===== src/rtl/cmd_card_responder.sv =====
// Card-side SD CMD-line responder: receives 48-bit host commands, checks format/CRC7,
// and answers valid commands with an R1-style response after an NCR gap.
module cmd_card_responder #(
  parameter int unsigned NCR = 2
) (
  input  logic        iClock_host,
  input  logic        iReset,
  input  logic        iCmd_in,
  input  logic [31:0] iCard_status,
  input  logic        iResp_enable,
  output logic        oCmd_out,
  output logic        oCmd_oe,
  output logic        oCmd_valid,
  output logic        oFrame_error,
  output logic [5:0]  oCmd_index,
  output logic [31:0] oCmd_argument,
  output logic        oBusy
);

  typedef enum logic [2:0] {IDLE, RX, CHECK, WAIT, TX} state_t;

  state_t      state, nextState;
  logic [46:0] rxShift;
  logic [6:0]  rxCrc;
  logic [5:0]  bitCnt;
  logic [6:0]  waitCnt;
  logic [47:0] txShift;
  logic [5:0]  txCnt;
  logic        cmdValid, frameError;
  logic [5:0]  cmdIndex;
  logic [31:0] cmdArgument;
  logic        frameOk;
  logic [39:0] respBody;
  logic [47:0] respFrame;

  function automatic logic [6:0] crc7Next(input logic [6:0] c, input logic b);
    logic fb;
    fb = c[6] ^ b;
    return {c[5:0], 1'b0} ^ (fb ? 7'h09 : 7'h00);
  endfunction

  function automatic logic [6:0] crc7(input logic [39:0] d);
    logic [6:0] c;
    c = '0;
    for (int unsigned i = 0; i < 40; i++) c = crc7Next(c, d[39-i]);
    return c;
  endfunction

  // The start bit is never stored; rxShift holds frame bits 46:0.
  assign frameOk   = rxShift[46] & rxShift[0] & (rxShift[7:1] == rxCrc);
  assign respBody  = {2'b00, rxShift[45:40], iCard_status};
  assign respFrame = {respBody, crc7(respBody), 1'b1};

  always_ff @(posedge iClock_host or posedge iReset) begin
    if (iReset) state <= IDLE;
    else        state <= nextState;
  end

  always_comb begin
    nextState = state;
    unique case (state)
      IDLE:  if (!iCmd_in) nextState = RX;
      RX:    if (bitCnt == 6'd47) nextState = CHECK;
      CHECK: nextState = (frameOk && iResp_enable) ? WAIT : IDLE;
      WAIT:  if (waitCnt == 7'(NCR - 1)) nextState = TX;
      TX:    if (txCnt == 6'd47) nextState = IDLE;
      default: nextState = IDLE;
    endcase
  end

  always_ff @(posedge iClock_host or posedge iReset) begin
    if (iReset) begin
      rxShift     <= '0;
      rxCrc       <= '0;
      bitCnt      <= '0;
      waitCnt     <= '0;
      txShift     <= '1;
      txCnt       <= '0;
      cmdValid    <= 1'b0;
      frameError  <= 1'b0;
      cmdIndex    <= '0;
      cmdArgument <= '0;
    end else begin
      cmdValid   <= 1'b0;
      frameError <= 1'b0;
      unique case (state)
        IDLE: begin
          bitCnt <= 6'd1;
          rxCrc  <= '0;
        end
        RX: begin
          rxShift <= {rxShift[45:0], iCmd_in};
          bitCnt  <= bitCnt + 6'd1;
          // Bits 46..8 feed the CRC; the leading zero start bit leaves it at 0.
          if (bitCnt <= 6'd39) rxCrc <= crc7Next(rxCrc, iCmd_in);
        end
        CHECK: begin
          waitCnt <= '0;
          if (frameOk) begin
            cmdValid    <= 1'b1;
            cmdIndex    <= rxShift[45:40];
            cmdArgument <= rxShift[39:8];
            txShift     <= respFrame;
          end else begin
            frameError  <= 1'b1;
          end
        end
        WAIT: begin
          waitCnt <= waitCnt + 7'd1;
          txCnt   <= '0;
        end
        TX: begin
          txShift <= {txShift[46:0], 1'b1};
          txCnt   <= txCnt + 6'd1;
        end
        default: ;
      endcase
    end
  end

  always_comb begin
    oCmd_out      = 1'b1;
    oCmd_oe       = 1'b0;
    oBusy         = (state != IDLE);
    oCmd_valid    = cmdValid;
    oFrame_error  = frameError;
    oCmd_index    = cmdIndex;
    oCmd_argument = cmdArgument;
    if (state == TX) begin
      oCmd_out = txShift[47];
      oCmd_oe  = 1'b1;
    end
  end

endmodule


===== config.mk =====
export PLATFORM = sky130hd
export DESIGN_NAME = cmd_card_responder
export DESIGN_NICKNAME = d
export VERILOG_FILES = /design/src/rtl/cmd_card_responder.sv
export SDC_FILE = /design/constraint.sdc
export NUM_CORES = 1
export LEC_CHECK = 0
export ABC_AREA = 1
export CORE_AREA = 4 4 133 167
export CTS_BUF_LIST = sky130_fd_sc_hd__clkbuf_4
export DETAILED_ROUTE_END_ITERATION = 8
export DIE_AREA = 0 0 137 171
export HOLD_SLACK_MARGIN = 0.03
export PLACE_DENSITY = 0.69
export SYNTH_ARGS = -nofsm -noshare
export SYNTH_HDL_FRONTEND = slang
export SYNTH_SLANG_ARGS = --single-unit

===== constraint.sdc =====
create_clock -name iClock_host -period 15.3 [get_ports iClock_host]
set_input_delay 3.06 -clock iClock_host [delete_from_list [all_inputs] [get_ports iClock_host]]
set_output_delay 3.06 -clock iClock_host [all_outputs]
set_load 0.01 [all_outputs]

Yosys cells after proc, flatten, opt, wreduce, memory -nomap -nowiden:

Cells that the tools add are included.

* flip-flop bits (word level): 164
* output and inout bits: 43
* word-level logic and storage cells: 176

* $add $sub $neg: 3
* $lt $le $gt $ge: 1
* eq/ne operators: 14
* multiplexer cells: 58
* bitwise gates (word level): 78
* reduce and logical (&&, ||, !) cells: 11

Operators with widths (number)
* $xor 7x4->7: 36
* $mux 4: 39
* $pmux 48 s2: 1
* $mux 48: 1
* $xor 1x1->1: 35
* $pmux 7 s2: 2
* $pmux 6 s2: 2
* $pmux 3 s5: 1
* $add 6x1->6 const B: 2
* $eq 6x6->1 const B: 2
* $mux 3: 4
* $ne 2x2->1 const B: 6
* $reduce_bool 2->1: 4
* $add 7x1->7 const B: 1
* $eq 7x1->1 const B: 1
* $eq 7x7->1: 1
* $mux 7: 1
* $eq 3x2->1 const B: 2
* $le 6x6->1 const B: 1
* $mux 1: 6
* $reduce_and 2->1: 3
* $xor 6x4->6: 1
* $xor 5x4->5: 1
* $reduce_and 4->1: 1
* other kinds (8): 11

Logic depth before layout (Yosys ltp):

* word-level depth: 109
* depth in mapped cells: 25
* depth with buffers taken out: 25

Worst setup path after synthesis:

Ideal clock, no wire load.

* path type: input -> register
* start point: input port iCard_status[31]
* end point: register txShift[5]
* library setup time: 0.077 ns
* arrival time: 4.581 ns
* data required time: 15.223 ns
* path slack: 10.641 ns
* cell stages on the path: 22
* buffers on the path: 0
* cell sequence: inv_1 nand2_1 nand2_1 nand3_1 nand2_1 nand2_2 nand3_1 nand2_2 nand2_2 inv_2 nor2_2 nand2_1 nand2_2 nand2_2 nand2_2 nand2_2 nand2_2 inv_2 nand2_1 nand3_1 nand3_1 nand2_1

* cells in the longest elaborated chain, start to end: 48
* elaborated cells on any way between the ends: 68
* classes of those cells: mux (19); bitwise (49)

Ends and longest elaborated chain
* start, declared: RTL line 9 `input logic [31:0] iCard_status,`
* $xor 1x1->1 *: RTL line 38 `fb = c[6] ^ b;`
* $mux 4 *: RTL line 39 `return {c[5:0], 1'b0} ^ (fb ? 7'h09 : 7'h00);`
* $xor 7x4->7 * (4 in series): RTL line 39
* $xor 1x1->1 or $xor 7x4->7 (tied branches): RTL line 38, 39
* $mux 4 or $xor 7x4->7 (tied branches): RTL line 39
* $xor 7x4->7 * (4 in series): RTL line 39
* $xor 1x1->1 or $xor 7x4->7 (tied branches): RTL line 38, 39
* $mux 4 or $xor 7x4->7 (tied branches): RTL line 39
* (+16 left out)
* $xor 1x1->1 or $xor 7x4->7 (tied branches): RTL line 38, 39
* $mux 4 or $xor 7x4->7 (tied branches): RTL line 39
* $xor 7x4->7 * (7 in series): RTL line 39
* $xor 1x1->1 or $xor 7x4->7 (tied branches): RTL line 38, 39
* $mux 4 or $xor 7x4->7 (tied branches): RTL line 39
* $xor 7x4->7 * (5 in series): RTL line 39
* $mux 48 *: RTL line 99 `if (frameOk) begin`
* $pmux 48 s2 *: RTL line 86 `unique case (state)`
* end signal, assigned: RTL line 103 `txShift <= respFrame;`
* end signal, assigned: RTL line 113 `txShift <= {txShift[46:0], 1'b1};`
* end, declared: RTL line 27 `logic [47:0] txShift;`

Every way passes the cells marked *; elsewhere a longest branch is shown, timed or not. The select of a mux whose other input is x is not followed.
A chain may end at the register's enable or synchronous reset.

Worst setup path after layout:

* start point: register state[0]
* end point: output port oCmd_out

* cells in the longest elaborated chain, start to end: 2

Ends and longest elaborated chain
* start, declared: RTL line 22 `state_t state, nextState;`
* start signal, assigned: RTL line 56 `else state <= nextState;`
* $eq 3x3->1: RTL line 129 `if (state == TX) begin`
* $mux 1: RTL line 129
* end, declared: RTL line 11 `output logic oCmd_out,`

Every way passes these cells.

==> results.cfg <==
[cts]
cts_buffers = 17
cts_tree = yes
postCtsSetupRepairBufs = 0
htreeDepth = 4
clk_latency_ps = 560
cts-resized-gates = 0
clockBufferDepth = 2
cts_root_buf = clkbuf_4
clock-sinks = 163
path_clk_slew_ps = 160
cts_hold_buf = 0

[hold_path]
hold_end = txCnt[5]
hold_class = flop to flop
hold_path.startpoint = txCnt[5]
whs_path_depth = 1

[sta]
fin_setup_tns_ps = 0
final_hold_viol_count = 0
relSlewSlack_pct = 36.6
max_freq_mhz = 183
fin_skew_ps = 28.5
rsz0062_at_grt = no
report.final.setup_viol = 0
period_minus_slack_ps = 5470
drv_slew = 0
worst_pin_slew_ps = 949
min_period_over_period_pct = 35.8
hold-worst-slack_ps = 479

[logic_synthesis]
synth_area_leaders = dfrtp_1 36%, nand2_1 16%, dfstp_2 15%
synth.largest_area_cell = dfrtp_1
ys_seq_elements = 163
seq_area_frac_synth_pct = 50.9
synthTopCellsByCount = 346 x nand2_1, 125 x inv_1, 116 x dfrtp_1
synth_fp_nets = 1085
synth_top_area_share_pct = 35.7
synth_cell_types = 35
async_reset_ff_share_pct = 100
synthesis.area_um2 = 8140
synth_edf_count = 0
yosysWarnings = 0
ys.flop_type = dfrtp_1
avgSynthCellArea_um2 = 7.79
synth_most_common_cell = nand2_1
synth_cells = 1045

[detailed_routing]
first_iter_violations = 372
drt_wl_total_mm = 18.6
drc = 0
routed_via_density = 4.90
via_count = 6843
postRouteAntennaNets = 0
wl_per_cell_um = 13.3
first_pass_iters = 5

[critical_path]
endpoint_kind = primary output
reg2reg_depth = 10
crit_type = flop to primary output
rr_startpoint = rxCrc[1]
cp.required_ps = 12240
rr_endpoint = txShift[5]
regToRegSetupSlack_ps = 12030
crit_start = state[0]
crit_fanout = 48
worst_setup_path_start_kind = flop
cp.arrival_ps = 2410

[global_routing]
antenna_found_initial = 1
grt_usage_pct = 16.3
overflow = 0
grt_pass1_vias = 6462
grt_max_degree = 98
grt_pass1_wl_mm = 30.7

[finish]
fillCellCount = 2047
drive_gt1_share_pct = 11.9
final_cell_count_no_fill = 1397
syn2layout_area_growth_pct = 16.1
design_area_um2 = 9440
nets = 1149
seqCellArea_um2 = 4140
multi_input_area_um2 = 3370

[flow_run]
drv_cap = 0

[pwr]
seq_power_share_pct = 49.6
cellLeakagePower_nw = 4.41
clockPowerShare_pct = 19.4
total_power_mw = 1.27
p_comb_share_pct = 31.0
ir_drop_uv = 71.8
power_density_nw_per_um2 = 135
power.net_switching_mw = 0.474
p_int_mw = 0.796
swShare_pct = 37.3

[floorplanning]
die_y_um = 171
ios = 79
die_area_um2 = 23400
fp.dieW_um = 137
rows = 59
core_area_um2 = 20700
start_util_pct = 39.4

[place]
place_inst = 1364
portBuffers = 78
place_area_um2 = 9180
hpwl_mm = 12.9
gp_congestion = 0.895

[run_status]
status = completed
==> power groups by stage <==
stage,sequential [mW],combinational (mW),clock [mW]
global placement,0.635,0.388,0
floorplan,0.622,0.308,0
CTS,0.630,0.399,0.255
global route,0.644,0.452,0.276
finish,0.630,0.394,0.246
detailed placement,0.638,0.398,0
==> worst max path at each step <==
| stage | end | slack, ps |
|---|---|---|
| 3_5_place_dp | txShift[5] | 9720 |
| 6_report | oCmd_out | 9830 |
| 3_3_place_gp | txShift[5] | 9780 |
| 5_1_grt | oCmd_out | 9600 |
| 2_1_floorplan | bitCnt[0] | 7910 |
| 4_1_cts | oCmd_out | 9770 |
==> cells in the final DEF, fill, tap and decap left out, types with 6 or more instances in the layout <==
| cell type | n |
|---|---|
| nand2_1 | 345 |
| inv_1 | 124 |
| dfrtp_1 | 116 |
| nand3_1 | 104 |
| o21ai_0 | 89 |
| clkdlybuf4s50_1 | 78 |
| dfstp_2 | 47 |
| o211ai_1 | 39 |
| nand2_2 | 34 |
| nor2_1 | 30 |
| clkbuf_4 | 18 |
| o22ai_1 | 15 |
| o21ai_1 | 10 |
| inv_2 | 9 |
| a21oi_1 | 6 |
==> cell type report <==
type                    instances  share of cell area, %
diodes                          1                 0.0265
well taps                     274                   3.63
inverters                     136                   5.46
flip-flops and latches        163                   43.8
clock inverters                14                   1.38
multi-input cells             709                   35.7
clock buffers                  18                   1.43
repair buffers                 82                   8.59
==> worst max-delay path, cell delays in order (launching register included) <==
cell,delay [ps]
dfrtp_1,430
nor2_1,110
inv_1,90
nor2_4,80
buf_4,430
nand2_1,180
clkdlybuf4s50_1,520
==> state kept, by name, indices dropped and copies added, names as in the netlist <==
register,flops
txCnt,6
oCmd_valid,1
rxCrc,7
oFrame_error,1
waitCnt,7
rxShift,47
bitCnt,6
oCmd_argument,32
oCmd_index,6
txShift,47
state,3
==> logic make-up after synthesis <==
kind of cell    after synthesis  synth area share (%)
fa+ha+maj                     4                 0.615
buf+inv                     173                  8.00
simple gates                532                  27.9
xor+xnor                      6                 0.646
compound gates              167                  12.0
flops                       163                  50.9
==> metrics by stage <==
step / util [%] / setup WS (ps)
2_1_floorplan: - / 7910
3_3_place_gp: 44.4 / 9780
3_5_place_dp: 44.4 / 9720
4_1_cts: 45.7 / 9770
5_1_grt: 45.7 / 9600
6_report: 45.7 / 9830
==> routing by layer <==
metal	vias up	track usage, %	share of wire, %
li1	3503	-	-
met1	3184	21.4	46
met2	135	26.0	47
met3	21	4.26	5.5
met4	0	5.82	1.7
met5	-	0	0
(Power assumes the default switching activity.)
==> RTL change 1 (config.mk and constraints unchanged) <==
Put a register stage on the output `oCmd_out`, cleared by the reset. The value now appears one clock later. The other outputs are not delayed to match.
--- a/src/rtl/cmd_card_responder.sv
+++ b/src/rtl/cmd_card_responder.sv
@@ -20,2 +20,4 @@
   typedef enum logic [2:0] {IDLE, RX, CHECK, WAIT, TX} state_t;
+
+  logic oCmd_d;
 
@@ -121,3 +123,3 @@
   always_comb begin
-    oCmd_out      = 1'b1;
+    oCmd_d        = 1'b1;
     oCmd_oe       = 1'b0;
@@ -129,4 +131,12 @@
     if (state == TX) begin
-      oCmd_out = txShift[47];
+      oCmd_d = txShift[47];
       oCmd_oe  = 1'b1;
+    end
+  end
+
+  always_ff @(posedge iClock_host or posedge iReset) begin
+    if (iReset) begin
+      oCmd_out <= '0;
+    end else begin
+      oCmd_out <= oCmd_d;
     end
Formal check against the unedited RTL: not equivalent (a bounded check fails within 4 cycles, from zero or initial values and one cycle with iReset high).
==> RTL change 1 against the unedited design <==
  * Total power rose by 2.9%
  * Wire length rose by 0.59%
  * Final area rose by 1.3%
  * Area after synthesis rose by 0.58%
  * Sequential cell count rose by 1
  * Setup slack improved by 24 ps
  * Die area did not move
==> RTL change 1: results (changes against the unedited design) <==
clk_lat worst skew=590 ps (+30 ps); synth top area cells=dfrtp_1 (36%), nand2_1 (17%), dfstp_2 (15%); outcome=completed; first-pass GRT wire length=31.5 mm (+2.7%); initial antenna violation count=3 (+2); Net Switching=512 uW (+8.0%); slowest stage delay, CP=650 ps (+130 ps); Synth Area in Adders=0.612% (-0.0036 points); worst r2r src=state[2]; distinct cell type count after synthesis=37 (+5.7%); routed wire length=18.7 mm (+0.59%); Final Skew=25.5 ps (-2.99 ps); Synth Net Count=1088 (+0.28%); top post-synthesis cells by count=nand2_1 (362), inv_1 (132), dfrtp_1 (117); Detailed Routing Iterations Pass 1=5 (unchanged); drt initial violations=358 (-3.8%); largest net degree at the start of global routing=110 (+12%); Synth Area in Compound Gates=12.1% (+0.13 points); Yosys warning count=0 (unchanged); hold path cells=2 (+1); worst-path fanout max=50 (+4.2%); GRT Overall Usage=16.7% (+0.43 points); Worst Tran Pin Value=1080 ps (+127 ps); Hold Path Sink=rxShift[39]; sequential fraction of the synthesis area=50.9% (about the same); vias in the first global route=6684 (+3.4%); worst flop-to-flop path endpoint=txShift[1]; Worst VDD drop=76.8 uV (+6.9%); gpl congestion=0.860 (-3.9%); slowest CP cell=clkdlybuf4s50_1; Fmax achieved=183 MHz (+0.44%); CP arrival=2390 ps (-20 ps); Final Net Count=1158 (+0.78%); leak pwr=4.50 nW (+2.0%); xor and xnor fraction of the mapped netlist area=0.948% (+0.30 points); dpl ws=9790 ps (+62.7 ps); HPWL Detailed=12.9 mm (+0.22%); hold path start=rxShift[38]; H-tree lvl count=4 (unchanged); DR vias=6795 (-0.70%); setup slack, reg-to-reg=12470 ps (+440 ps); layout cells sized above 1=13.4% (+1.4 points)
-- RTL change 1: cell type report --
| type | instances | area [sq um] |
|---|---|---|
| clock inverter | 15 | 186 |
| inverter | 144 | 546 |
| tap | 274 | 343 |
| sequential | 164 | 4160 |
| multi-input combinational | 708 | 3380 |
| timing repair buffer | 83 | 818 |
| fill | 2077 | 11100 |
| antenna | 1 | 2.50 |
| clock buffer | 17 | 128 |
-- RTL change 1: power groups by stage --
stage | clock [mW] | sequential (mW) | combinational [mW]
final | 0.269 | 0.633 | 0.406
after global routing | 0.300 | 0.648 | 0.475
after CTS | 0.280 | 0.633 | 0.413
after detailed placement | 0 | 0.640 | 0.411
after global placement | 0 | 0.639 | 0.400
after floorplan | 0 | 0.625 | 0.316
-- RTL change 1: cells by family (layout without fill, tap and decap cells) --
logic type / after synthesis / after routing
AND/OR/NAND/NOR: 526 / 526
buffers and inverters: 176 / 259
AO/OA/AOI/OAI: 170 / 170
flip-flops: 164 / 164
XOR/XNOR: 8 / 8
adder cells (fa/ha/maj): 4 / 4
other: 0 / 1
-- RTL change 1: per-layer routing --
layer	global-route usage, %	vias up	part of all wire [%]
met5	0	-	0.14
met4	5.43	4	1.7
met3	4.68	24	5.4
met2	27.9	129	48
met1	20.9	3160	44
li1	-	3478	-
-- RTL change 1: how the worst max path moves through the flow --
stage / from / endpoint / cells past startpoint
4_1_cts: state[0] / oCmd_oe / 5
2_1_floorplan: iReset / bitCnt[0] / 1
3_5_place_dp: iCard_status[31] / txShift[6] / 25
6_report: state[0] / oCmd_oe / 5
3_3_place_gp: iCard_status[31] / txShift[6] / 25
5_1_grt: state[0] / oCmd_oe / 5
-- RTL change 1: worst min-delay path: stages, from the launching register on --
cell     delay [ps]
dfrtp_1         380
nand2_1          50
o21ai_0          60
-- RTL change 1: per-stage QoR --
step / std cells / area (sq um) / total power [mW] / hold WS [ps] / util [%]
2_1_floorplan: 1048 / 8180 / 0.941 / 453 / -
3_3_place_gp: 1373 / 9250 / 1.04 / 462 / 44.7
3_5_place_dp: 1373 / 9250 / 1.05 / 474 / 44.7
4_1_cts: 1405 / 9560 / 1.33 / 504 / 46.2
5_1_grt: 1406 / 9560 / 1.42 / 516 / 46.3
6_report: 1406 / 9560 / 1.31 / 504 / 46.3
==> RTL change 2 (same flow settings) <==
Without the edit above. Register the inputs `iCmd_in`, `iCard_status` and `iResp_enable` before use, cleared by the reset. The logic sees them one clock later.
--- a/src/rtl/cmd_card_responder.sv
+++ b/src/rtl/cmd_card_responder.sv
@@ -20,2 +20,18 @@
   typedef enum logic [2:0] {IDLE, RX, CHECK, WAIT, TX} state_t;
+
+  logic iCmd_q;
+  logic [31:0] iCard_status_q;
+  logic iResp_enable_q;
+
+  always_ff @(posedge iClock_host or posedge iReset) begin
+    if (iReset) begin
+      iCmd_q         <= '0;
+      iCard_status_q <= '0;
+      iResp_enable_q <= '0;
+    end else begin
+      iCmd_q         <= iCmd_in;
+      iCard_status_q <= iCard_status;
+      iResp_enable_q <= iResp_enable;
+    end
+  end
 
@@ -50,3 +66,3 @@
   assign frameOk   = rxShift[46] & rxShift[0] & (rxShift[7:1] == rxCrc);
-  assign respBody  = {2'b00, rxShift[45:40], iCard_status};
+  assign respBody  = {2'b00, rxShift[45:40], iCard_status_q};
   assign respFrame = {respBody, crc7(respBody), 1'b1};
@@ -61,5 +77,5 @@
     unique case (state)
-      IDLE:  if (!iCmd_in) nextState = RX;
+      IDLE:  if (!iCmd_q) nextState = RX;
       RX:    if (bitCnt == 6'd47) nextState = CHECK;
-      CHECK: nextState = (frameOk && iResp_enable) ? WAIT : IDLE;
+      CHECK: nextState = (frameOk && iResp_enable_q) ? WAIT : IDLE;
       WAIT:  if (waitCnt == 7'(NCR - 1)) nextState = TX;
@@ -91,6 +107,6 @@
         RX: begin
-          rxShift <= {rxShift[45:0], iCmd_in};
+          rxShift <= {rxShift[45:0], iCmd_q};
           bitCnt  <= bitCnt + 6'd1;
           // Bits 46..8 feed the CRC; the leading zero start bit leaves it at 0.
-          if (bitCnt <= 6'd39) rxCrc <= crc7Next(rxCrc, iCmd_in);
+          if (bitCnt <= 6'd39) rxCrc <= crc7Next(rxCrc, iCmd_q);
         end
Function: changed (Yosys sat finds a counterexample within 4 cycles, from zero or initial values and one cycle with iReset high).
==> RTL change 2 against the unedited design <==
  * Total power fell by 4.4%
  * Critical path depth unchanged
  * Register-to-register slack better by 290 ps
  * Sequential cell count up 34
  * Final area increased by 9.1%
  * Wire length increased by 1.9%
  * Area after synthesis grew 9.5%
  * Count of clock-buffer cells in the layout is 1 lower
  * Setup slack worse by 43 ps
  * Critical endpoint unchanged
  * Highest routed layer unchanged
==> RTL change 2: results (changes against the unedited design) <==
Non-clk bufs=83 (+1.2%); first-pass GRT wire length=32.2 mm (+5.0%); combinational power=314 uW (-20%); FILL cells=2022 (-1.2%); worst-path fanout max=47 (-2.1%); H-tree lvl count=4 (unchanged); CTS resizes=0 (unchanged); largest net degree at the start of global routing=136 (+39%); clk_lat worst skew=590 ps (+30 ps); fraction of area in registers=48.4% (+4.6 points); sequential fraction of the synthesis area=56.0% (+5.1 points); CTS clk-pin slew, worst paths=180 ps (+20 ps); multi-input combinational area share=31.9% (-3.8 points); Multi-In Gates=694 (-2.1%); Worst VDD drop=66.2 uV (-7.9%); Non-clock inverters=142 (+4.4%); M3 GR Usage=3.79% (-0.47 points); Post-Syn Instances=1065 (+1.9%); synth top area cells=dfrtp_1 (42%), nand2_1 (15%), dfstp_2 (14%); routed wire length=18.9 mm (+1.9%); Power Sequential=610 uW (-3.2%); Internal Power=757 uW (-5.0%); HPWL Detailed=13.0 mm (+0.42%); Synth Area in Adders=0.562% (-0.053 points); top post-synthesis cells by count=nand2_1 (366), dfrtp_1 (150), inv_1 (130); Non-clock buffering overhead=7.94% (-0.65 points); Worst Tran Pin Value=1010 ps (+61.7 ps); leak pwr=4.79 nW (+8.5%); met2 usage=28.5% (+2.5 points); placed cell areas=9980 sq um (+8.7%); Synth Net Count=1105 (+1.8%); Final Net Count=1175 (+2.3%); Switching Fraction=37.7% (+0.34 points); distinct cell type count after synthesis=34 (-2.9%); xor and xnor fraction of the mapped netlist area=0.688% (+0.042 points); Final Skew=27.1 ps (-1.34 ps); layout cells sized above 1=12.4% (+0.43 points); clock network area share=3.17% (+0.36 points); outcome=completed; CTS max path bufs=2 (unchanged); vias in the first global route=6815 (+5.5%); WL per Instance=13.3 um (about the same); Via density=4.91 (+0.34%); Synth Area in Compound Gates=10.7% (-1.2 points); drt initial violations=418 (+12%); P&R area growth vs syn=15.7%; GRT Overall Usage=17.1% (+0.79 points); dpl ws=10170 ps (+447 ps); gpl congestion=0.897 (+0.26%); GR Util met1=22.6% (+1.3 points); Yosys reg bits=197 (+21%); placed cell count=1390 (+1.9%); CP arrival=2460 ps (+50 ps)
==> RTL change 2: changes by cell type after synthesis, sizes merged, moves of 3 or more <==
cell    unedited run  this run
nand2            381       404
inv              134       140
dfrtp            116       150
o21ai             99        92
o22ai             15        18
xor2               2         5
nor2              34        27
nand3            105        82
a21oi              6         9
buf                8         2
nand4              4         1
o211ai            39        33
==> RTL change 2: worst paths after layout <==
path	depth (start not counted)	startpoint	endpoint	slack (ps)
max	6	state[0]	oCmd_out	9780
min	1	waitCnt[6]	waitCnt[6]	490
max reg2reg	12	rxCrc[4]	txShift[5]	12320
min reg2reg	1	waitCnt[6]	waitCnt[6]	490
max in group asynchronous	3	iReset	oCmd_argument[13]	10940
min in group asynchronous	2	iReset	txCnt[0]	3070
==> RTL change 2: layer usage <==
metal	share of wire, %	routed length [um]
met1	45	8620
met2	49	9320
met3	3.7	708
met4	1.6	296
met5	0	0
